<file path="config.mk">
export PLATFORM = sky130hd
export DESIGN_NAME = uart_rx
export DESIGN_NICKNAME = d
export VERILOG_FILES = /design/src/rtl/uart_pkg.sv /design/src/rtl/sync2.sv /design/src/rtl/uart_rx.sv
export SDC_FILE = /design/constraint.sdc
export NUM_CORES = 1
export LEC_CHECK = 0
export BUFFER_PORTS_ARGS = -buffer_cell sky130_fd_sc_hd__buf_2
export CELL_PAD_IN_SITES_DETAIL_PLACEMENT = 1
export CELL_PAD_IN_SITES_GLOBAL_PLACEMENT = 2
export CORE_UTILIZATION = 25
export DETAILED_ROUTE_END_ITERATION = 16
export GPL_TIMING_DRIVEN = 0
export PLACE_DENSITY = 0.57
export REMOVE_ABC_BUFFERS = 1
export SKIP_CTS_REPAIR_TIMING = 1
export SLEW_MARGIN = 20
export SYNTH_ARGS = -nofsm -noshare
export SYNTH_HDL_FRONTEND = slang
export SYNTH_SLANG_ARGS = --single-unit
</file>
<file path="constraint.sdc">
create_clock -name clk_i -period 2 [get_ports clk_i]
set_clock_uncertainty 0.2 [all_clocks]
set_input_delay 0.2 -clock clk_i [delete_from_list [all_inputs] [get_ports clk_i]]
set_output_delay 0.2 -clock clk_i [all_outputs]
set_load 0.005 [all_outputs]
</file>
<file path="src/rtl/uart_pkg.sv">
// Shared UART definitions: receiver state encoding, frame geometry, line levels
// and the parity helper used by the receiver (and later by uart_tx).
package uart_pkg;

  localparam int   DATA_BITS   = 8;
  localparam logic IDLE_LEVEL  = 1'b1;
  localparam logic START_LEVEL = 1'b0;

  typedef enum logic [2:0] {
    IDLE      = 3'd0,
    START     = 3'd1,
    DATA      = 3'd2,
    PARITY    = 3'd3,
    STOP      = 3'd4,
    WAIT_IDLE = 3'd5
  } rx_state_t;

  // Even-parity bit for a data byte: XOR of all data bits.
  function automatic logic even_parity(input logic [DATA_BITS-1:0] d);
    return ^d;
  endfunction

endpackage

</file>
<file path="src/rtl/sync2.sv">
// Two-flop synchronizer for asynchronous single-bit inputs (serial lines, buttons);
// synchronous active-low reset forces both flops to RST_VAL.
module sync2 #(
  parameter logic RST_VAL = 1'b0
) (
  input  logic clk_i,
  input  logic rst_n_i,
  input  logic d_i,
  output logic q_o
);

  logic meta_r;
  logic sync_r;

  // Two-stage capture of the asynchronous input.
  always_ff @(posedge clk_i) begin
    if (!rst_n_i) begin
      meta_r <= RST_VAL;
      sync_r <= RST_VAL;
    end else begin
      meta_r <= d_i;
      sync_r <= meta_r;
    end
  end

  assign q_o = sync_r;

endmodule

</file>
<file path="src/rtl/uart_rx.sv">
// UART receiver: 8N1 frames on rx_i to bytes on a valid/ready holding register.
// Define UART_RX_PARITY_EN for 8E1 frames with a parity_err_o pulse output.
module uart_rx
  import uart_pkg::*;
#(
  parameter int CLK_HZ = 25000000,
  parameter int BAUD   = 115200
) (
  input  logic       clk_i,
  input  logic       rst_n_i,
  input  logic       rx_i,
  output logic [7:0] data_o,
  output logic       valid_o,
  input  logic       ready_i,
  output logic       frame_err_o,
  output logic       overrun_o,
`ifdef UART_RX_PARITY_EN
  output logic       parity_err_o,
`endif
  output logic       busy_o
);

  localparam int CLKS_PER_BIT = CLK_HZ / BAUD;
  localparam int HALF_BIT     = CLKS_PER_BIT / 2;
  localparam int CNT_W        = $clog2(CLKS_PER_BIT);
  localparam int BIT_W        = $clog2(DATA_BITS);

  localparam logic [CNT_W-1:0] CNT_HALF_LAST = CNT_W'(HALF_BIT - 1);
  localparam logic [CNT_W-1:0] CNT_BIT_LAST  = CNT_W'(CLKS_PER_BIT - 1);
  localparam logic [BIT_W-1:0] BIT_LAST      = BIT_W'(DATA_BITS - 1);

  logic                 rx_s;
  rx_state_t            state_r, state_next_s;
  logic [CNT_W-1:0]     cnt_r, cnt_next_s;
  logic [BIT_W-1:0]     bit_r, bit_next_s;
  logic [DATA_BITS-1:0] shift_r, shift_next_s;
  logic                 byte_done_s;
  logic                 frame_err_s;

  logic [7:0]           data_r;
  logic                 valid_r;
  logic                 frame_err_r;
  logic                 overrun_r;
  logic                 busy_r;
  logic                 accept_s;

`ifdef UART_RX_PARITY_EN
  logic                 parity_r, parity_next_s;
  logic                 parity_err_r;
`endif

  sync2 #(.RST_VAL(IDLE_LEVEL)) u_rx_sync (
    .clk_i   (clk_i),
    .rst_n_i (rst_n_i),
    .d_i     (rx_i),
    .q_o     (rx_s)
  );

  // Frame state, bit timing counter, bit index and shift register.
  always_ff @(posedge clk_i) begin
    if (!rst_n_i) begin
      state_r  <= IDLE;
      cnt_r    <= '0;
      bit_r    <= '0;
      shift_r  <= '0;
`ifdef UART_RX_PARITY_EN
      parity_r <= 1'b0;
`endif
    end else begin
      state_r  <= state_next_s;
      cnt_r    <= cnt_next_s;
      bit_r    <= bit_next_s;
      shift_r  <= shift_next_s;
`ifdef UART_RX_PARITY_EN
      parity_r <= parity_next_s;
`endif
    end
  end

  // Next-state logic; every sample point is a counter wrap at mid-bit.
  always_comb begin
    state_next_s  = state_r;
    cnt_next_s    = cnt_r;
    bit_next_s    = bit_r;
    shift_next_s  = shift_r;
    byte_done_s   = 1'b0;
    frame_err_s   = 1'b0;
`ifdef UART_RX_PARITY_EN
    parity_next_s = parity_r;
`endif
    case (state_r)
      IDLE: begin
        if (rx_s == START_LEVEL) begin
          state_next_s = START;
          cnt_next_s   = '0;
        end else begin
          state_next_s = IDLE;
        end
      end
      START: begin
        if (cnt_r == CNT_HALF_LAST) begin
          cnt_next_s = '0;
          bit_next_s = '0;
          if (rx_s == START_LEVEL) begin
            state_next_s = DATA;
          end else begin
            state_next_s = IDLE;
          end
        end else begin
          cnt_next_s = cnt_r + CNT_W'(1);
        end
      end
      DATA: begin
        if (cnt_r == CNT_BIT_LAST) begin
          cnt_next_s   = '0;
          shift_next_s = {rx_s, shift_r[DATA_BITS-1:1]};
          if (bit_r == BIT_LAST) begin
`ifdef UART_RX_PARITY_EN
            state_next_s = PARITY;
`else
            state_next_s = STOP;
`endif
          end else begin
            bit_next_s = bit_r + BIT_W'(1);
          end
        end else begin
          cnt_next_s = cnt_r + CNT_W'(1);
        end
      end
`ifdef UART_RX_PARITY_EN
      PARITY: begin
        if (cnt_r == CNT_BIT_LAST) begin
          cnt_next_s    = '0;
          parity_next_s = rx_s;
          state_next_s  = STOP;
        end else begin
          cnt_next_s = cnt_r + CNT_W'(1);
        end
      end
`endif
      STOP: begin
        if (cnt_r == CNT_BIT_LAST) begin
          cnt_next_s = '0;
          if (rx_s == IDLE_LEVEL) begin
            byte_done_s  = 1'b1;
            state_next_s = IDLE;
          end else begin
            frame_err_s  = 1'b1;
            state_next_s = WAIT_IDLE;
          end
        end else begin
          cnt_next_s = cnt_r + CNT_W'(1);
        end
      end
      WAIT_IDLE: begin
        if (rx_s == IDLE_LEVEL) begin
          state_next_s = IDLE;
        end else begin
          state_next_s = WAIT_IDLE;
        end
      end
      default: begin
        state_next_s = IDLE;
        cnt_next_s   = '0;
      end
    endcase
  end

  // A completed byte may load when the holding register is empty or draining now.
  assign accept_s = byte_done_s && (!valid_r || ready_i);

  // Holding register, handshake and one-cycle status pulses.
  always_ff @(posedge clk_i) begin
    if (!rst_n_i) begin
      data_r       <= 8'h00;
      valid_r      <= 1'b0;
      frame_err_r  <= 1'b0;
      overrun_r    <= 1'b0;
      busy_r       <= 1'b0;
`ifdef UART_RX_PARITY_EN
      parity_err_r <= 1'b0;
`endif
    end else begin
      if (accept_s) begin
        data_r  <= shift_r;
        valid_r <= 1'b1;
      end else if (valid_r && ready_i) begin
        valid_r <= 1'b0;
      end else begin
        valid_r <= valid_r;
      end
      frame_err_r  <= frame_err_s;
      overrun_r    <= byte_done_s && valid_r && !ready_i;
      busy_r       <= (state_next_s != IDLE);
`ifdef UART_RX_PARITY_EN
      parity_err_r <= byte_done_s && (even_parity(shift_r) != parity_r);
`endif
    end
  end

  assign data_o       = data_r;
  assign valid_o      = valid_r;
  assign frame_err_o  = frame_err_r;
  assign overrun_o    = overrun_r;
  assign busy_o       = busy_r;
`ifdef UART_RX_PARITY_EN
  assign parity_err_o = parity_err_r;
`endif

endmodule

</file>
Word-level counts from Yosys, hierarchy flattened:

Index checks and enable logic that the tools add are counted.

* bitwise logic cells: 1
* reduce and logical (&&, ||, !) cells: 16
* eq/ne operators: 11
* mux-type cells: 22
* shifts and indexed selects: 0
* divide/modulo/power cells: 0
* order comparisons: 0
* multipliers: 0
* $add $sub $neg: 2

Operators by type and width (count)
* $pmux W8 S4: 1
* $mux W3: 8
* $mux W8: 3
* $pmux W3 S5: 1
* $eq A3 B3 Y1 const B: 3
* $add A8 B1 Y8 const B: 1
* $eq A8 B7 Y1 const B: 1
* $eq A8 B8 Y1 const B: 1
* $ne A2 B2 Y1 const B: 4
* $mux W1: 7
* $pmux W3 S2: 1
* $logic_and A1 B1 Y1: 4
* $reduce_and A2 Y1: 2
* $reduce_and A4 Y1: 1
* $reduce_bool A2 Y1: 2
* $add A3 B1 Y3 const B: 1
* $eq A3 B1 Y1 const B: 1
* $eq A3 B2 Y1 const B: 1
* $logic_not A3 Y1: 1
* $reduce_and A3 Y1: 1
* $reduce_bool A3 Y1: 1
* $logic_not A1 Y1: 2
* $mux W2: 1
* $reduce_or A2 Y1: 1
* other kinds (2): 2

* input port bits: 4
* latch bits: 0
* bits in registers: 36
* RAM bits: 0
* output and inout port bits: 12
* word-level logic and storage cells: 63
* ROM bits: 0
* memories: 0

Logic depth before layout (Yosys ltp):

* depth after elaboration: 5
* mapped depth: 8
* depth with buffers taken out: 6

Modules after synthesis:

From an unflattened synthesis, not the netlist that was laid out.

* cells, all modules: 175
* area, all modules: 1665.3 um^2

Modules (own cells, without submodules)
* uart_rx: instances 1, cells each 171, area each 1612.8 um^2, sequential area each 680.7 um^2
* sync2: instances 1, cells each 4, area each 52.6 um^2, sequential area each 40.0 um^2

Worst setup path before layout:

Ideal clock, no wire load.

* kind: register -> register
* start: register cnt_r[1]
* end: register cnt_r[2]
* required time: 1651 ps
* path slack: 154 ps
* stages on the path, launching flop included: 6
* setup time: 149 ps
* period minus slack after synthesis: 1846 ps
* data arrival time: 1497 ps
* path buffers: 0
* cells stage by stage: dfxtp_1 ha_1 and4bb_2 o31a_1 a2bb2oi_1 a22oi_1

* word-level cells in the longest chain between the ends: 3
* elaborated cells between the ends (all ways): 6
* those cells by class: add/sub (1); eq/ne (2); mux (3)

RTL lines
* from (decl): line uart_rx.sv:34 `logic [CNT_W-1:0] cnt_r, cnt_next_s;`
* from (signal assigned): line uart_rx.sv:71 `cnt_r <= cnt_next_s;`
* $add A8 B1 Y8, or another cell as far along: line uart_rx.sv:110, uart_rx.sv:127, uart_rx.sv:152
* $mux W8, on equally long branches: line uart_rx.sv:114, uart_rx.sv:142, uart_rx.sv:101
* $pmux W8 S4 (*): line uart_rx.sv:91 `case (state_r)`

Every way passes the cells marked *; elsewhere a longest branch is shown, timed or not.
A chain may end at the register's enable or synchronous reset.

Worst setup path after layout:

* start: register state_r[2]
* end: register cnt_r[1]

* word-level cells in the longest chain between the ends: 3
* elaborated cells between the ends (all ways): 10
* those cells by class: eq/ne (5); mux (1); bitwise (1); reduce/logical (3)

RTL lines
* from (decl): line uart_rx.sv:33 `rx_state_t state_r, state_next_s;`
* from (signal assigned): line uart_rx.sv:70 `state_r <= state_next_s;`
* $eq A3 B3 Y1, or another cell as far along: line uart_rx.sv:91
* $reduce_or A2 Y1 (no line), or another cell as far along
* $pmux W8 S4 / $reduce_and A2 Y1 (equally long branches)

Parallel ways exist; a longest one is shown, timed or not.

==> key figures <==
Status
  • Status: completed

Power
  • Pleak: a little under 0.8 nW
  • Peak supply drop: between 0.3 and 0.4 mV
  • Total power per unit cell area: approximately 720 nW/µm²

STA
  • Final setup viols: 0
  • Setup TNS: 0 ns
  • Final hold violation count: 0
  • Post-route minimum period: about 1.9 ns
  • F_max: roughly 530 MHz
  • Fin crit share: 94.8%
  • Hold WS: 0.0437 ns
  • Final setup margin: approximately 0.10 ns
  • Worst Max-Slew Pin Slew: roughly 0.49 ns
  • Slew Limit Fails: 0
  • Slew HR: about two thirds

CTS
  • CTS Sinks: 36
  • Maximum clock path buffer count: 2
  • Root Buffer: clkbuf_8
  • H-tree Lvls: 2
  • CTS tree: yes
  • Worst-skew pair later-pin latency: 0.29 ns
  • CTS clk-pin slew, worst paths: ~0.07 ns
  • CTS Buf Count: 5

Logic synthesis
  • Sequential fraction of the synthesis area: approximately 43%
  • Flops & latches, synth: 36
  • Top_reg_cell synth: dfxtp_1
  • Ys async rst share: 0%
  • Mapped Cells: between 150 and 200
  • Distinct cells, synth: 47
  • EDFF count, synth: 0
  • Synthesized cell area: approximately 1700 µm²
  • Syn_area_per_cell: 9.52 µm²
  • Synth warn: 0

Drt
  • DRC viols: 0
  • Vias per cell: 4.93
  • Via count: roughly 1400
  • Routed Antenna Nets: 0
  • Drt wl/cell: around 15 µm
  • Aggregate routed wire length: roughly 4.1 mm
  • Drt initial violations: 34
  • TritonRoute pass-1 iters: 4

Setup path
  • Flop2flop setup slack: 0.10 ns
  • Critical Path End Type: flip-flop
  • Crit-path cells: or3b_1 -> a21oi_4 -> buf_4 -> mux2i_1 -> a21oi_1
  • Worst EP arrival: approximately 1.9 ns
  • Startpoint Class: flip-flop
  • CP required: ~2.0 ns
  • Setup CP Type: flip-flop to flip-flop
  • FF-to-FF End: cnt_r[1]
  • Max stage delay on crit path: about 0.44 ns
  • Worst path slowest cell: or3b_1
  • Worst-path fanout max: 13
  • Reg2Reg Depth: 5
  • Worst setup path start: state_r[2]
  • Worst r2r src: state_r[2]

GRT
  • Number of global-route vias before repair: roughly 1500
  • Initial antenna violation count: 0
  • First-pass GRT wire length: 6.87 mm
  • Largest net degree at the start of global routing: 19
  • GRT Residual Overflow: 0
  • Total GRT Usage: roughly 12%

Placed design
  • Pre-CTS setup slack: -0.351 ns
  • Post-DP HPWL: 2.80 mm
  • Gpl congestion: 0.739
  • IO buf count: 15
  • DP Area: between 1500 and 2000 µm²

Floorplan
  • # IOs: 16
  • Row count: 29
  • Core area: around 6400 µm²
  • Die Ht: 83.6 µm
  • Initial Utilization: between 20% and 30%
  • Die width: 83.6 µm
  • Die ar.: about 7000 µm²

Min path
  • Min-delay worst type: input port to flip-flop
  • Hold Path Cell Cnt: 2
  • Hold Path Sink: u_rx_sync.q_o
  • Hold wc startpoint: rst_n_i

Final layout
  • Area growth, synth to finish: 21.0%
  • NumNets Final: between 200 and 250
  • Design area: just over 2000 µm²
  • Layout cell share with drive strength beyond 1: between 20% and 30%
  • Inserted Diodes: 0
  • Post-layout util: between 30% and 40%

Job
  • Number of max-cap violations: 0
## worst max path at each step
| stage | cells after the start | to | slack, ns |
|---|---|---|---|
| after global placement | 4 | cnt_r[2] | -0.27 |
| after detailed placement | 4 | cnt_r[7] | -0.35 |
| after floorplan | 4 | cnt_r[2] | 0.1 |
| after global routing | 6 | shift_r[3] | -0.004 |
| final | 5 | cnt_r[1] | 0.10 |
| after CTS | 4 | cnt_r[2] | -0.38 |
## layout make-up
cell class	count	area [µm²]
clock buffer	5	68.8
clock inverter	3	42.5
fill	748	4370
inverter	8	30.0
multi-input combinational	123	912
sequential	36	727
tap	77	96.3
timing repair buffer	23	138
## cell usage in the layout (no fill, tap or decap), drive strengths merged, types with 2 or more instances in the layout
master / count
a21o: 2
clkinv: 2
nand2: 8
nand3: 7
nand2b: 5
o31ai: 2
inv: 7
mux2i: 20
dfxtp: 36
or3: 4
nor2: 21
o31a: 2
nor3b: 3
o21ai: 8
ha: 4
and4b: 2
a2bb2oi: 2
a22oi: 6
a21oi: 6
buf: 22
nor3: 2
or4: 2
nand4: 2
and4bb: 2
clkbuf: 5
## cell families after synthesis
| kind of cell | after synthesis | synth area share [%] |
|---|---|---|
| AND/OR/NAND/NOR | 66 | 23.4 |
| flip-flops | 36 | 43.3 |
| AO/OA/AOI/OAI | 32 | 13.0 |
| multiplexers | 20 | 12.0 |
| buffers and inverters | 16 | 4.73 |
| adder cells (fa/ha/maj) | 4 | 3.01 |
| XOR/XNOR | 1 | 0.526 |
## per-stage QoR
stage / std cells / total power (W)
global route: 275 / 0.00152
global placement: 259 / 0.000800
floorplan: 167 / 0.000780
detailed placement: 259 / 0.000802
finish: 275 / 0.00145
CTS: 267 / 0.00146
## routing by layer
metal / vias to the layer above / share of wire (%) / global-route usage, % / wire [µm]
met5: - / 0 / 0 / 0
met4: 0 / 1.4 / 5.24 / 56
li1: 668 / - / - / -
met2: 14 / 53 / 22.0 / 2160
met3: 5 / 2.7 / 3.17 / 112
met1: 670 / 43 / 13.9 / 1770
## sequential cells by signal, summed over array words and instances (netlist names), 3 cells and up
signal and count:
shift_r 8, bit_r 3, data_o 8, state_r 3, cnt_r 8
## where the power goes
| group | leakage, nW | internal, W | switching, W |
|---|---|---|---|
| clock | 0.0541 | 0.000369 | 0.000277 |
| combinational | 0.447 | 0.0000292 | 0.0000390 |
| sequential | 0.292 | 0.000724 | 0.00000995 |
## cell usage after synthesis, types with 2 or more instances
| master | n | share of area, % |
|---|---|---|
| a22oi_1 | 6 | 2.7 |
| dfxtp_1 | 36 | 43 |
| or3_2 | 2 | 0.90 |
| nor3_1 | 2 | 0.60 |
| o31ai_1 | 2 | 0.90 |
| mux2i_1 | 20 | 12 |
| a2bb2oi_1 | 2 | 1.1 |
| buf_2 | 3 | 0.90 |
| nor3b_1 | 2 | 0.90 |
| buf_4 | 2 | 0.90 |
| or4_2 | 2 | 1.1 |
| o21ai_0 | 7 | 2.1 |
| ha_1 | 4 | 3.0 |
| nand3_1 | 7 | 2.1 |
| inv_1 | 7 | 1.6 |
| a21oi_1 | 5 | 1.5 |
| nand2b_1 | 5 | 1.9 |
| or3_1 | 2 | 0.75 |
| clkbuf_1 | 2 | 0.45 |
| o31a_1 | 2 | 1.1 |
| nand2_1 | 8 | 1.8 |
| and4bb_2 | 2 | 1.5 |
| nor2_1 | 21 | 4.7 |
## worst max-delay path, delay by kind of cell, from the launching register on
family                 cells  cell delay (ns)
AO/OA/AOI/OAI              2             0.37
buffers and inverters      1             0.19
flip-flops                 1             0.40
multiplexers               1             0.18
AND/OR/NAND/NOR            1             0.44
Note: power is estimated with default switching activity, not from simulation.
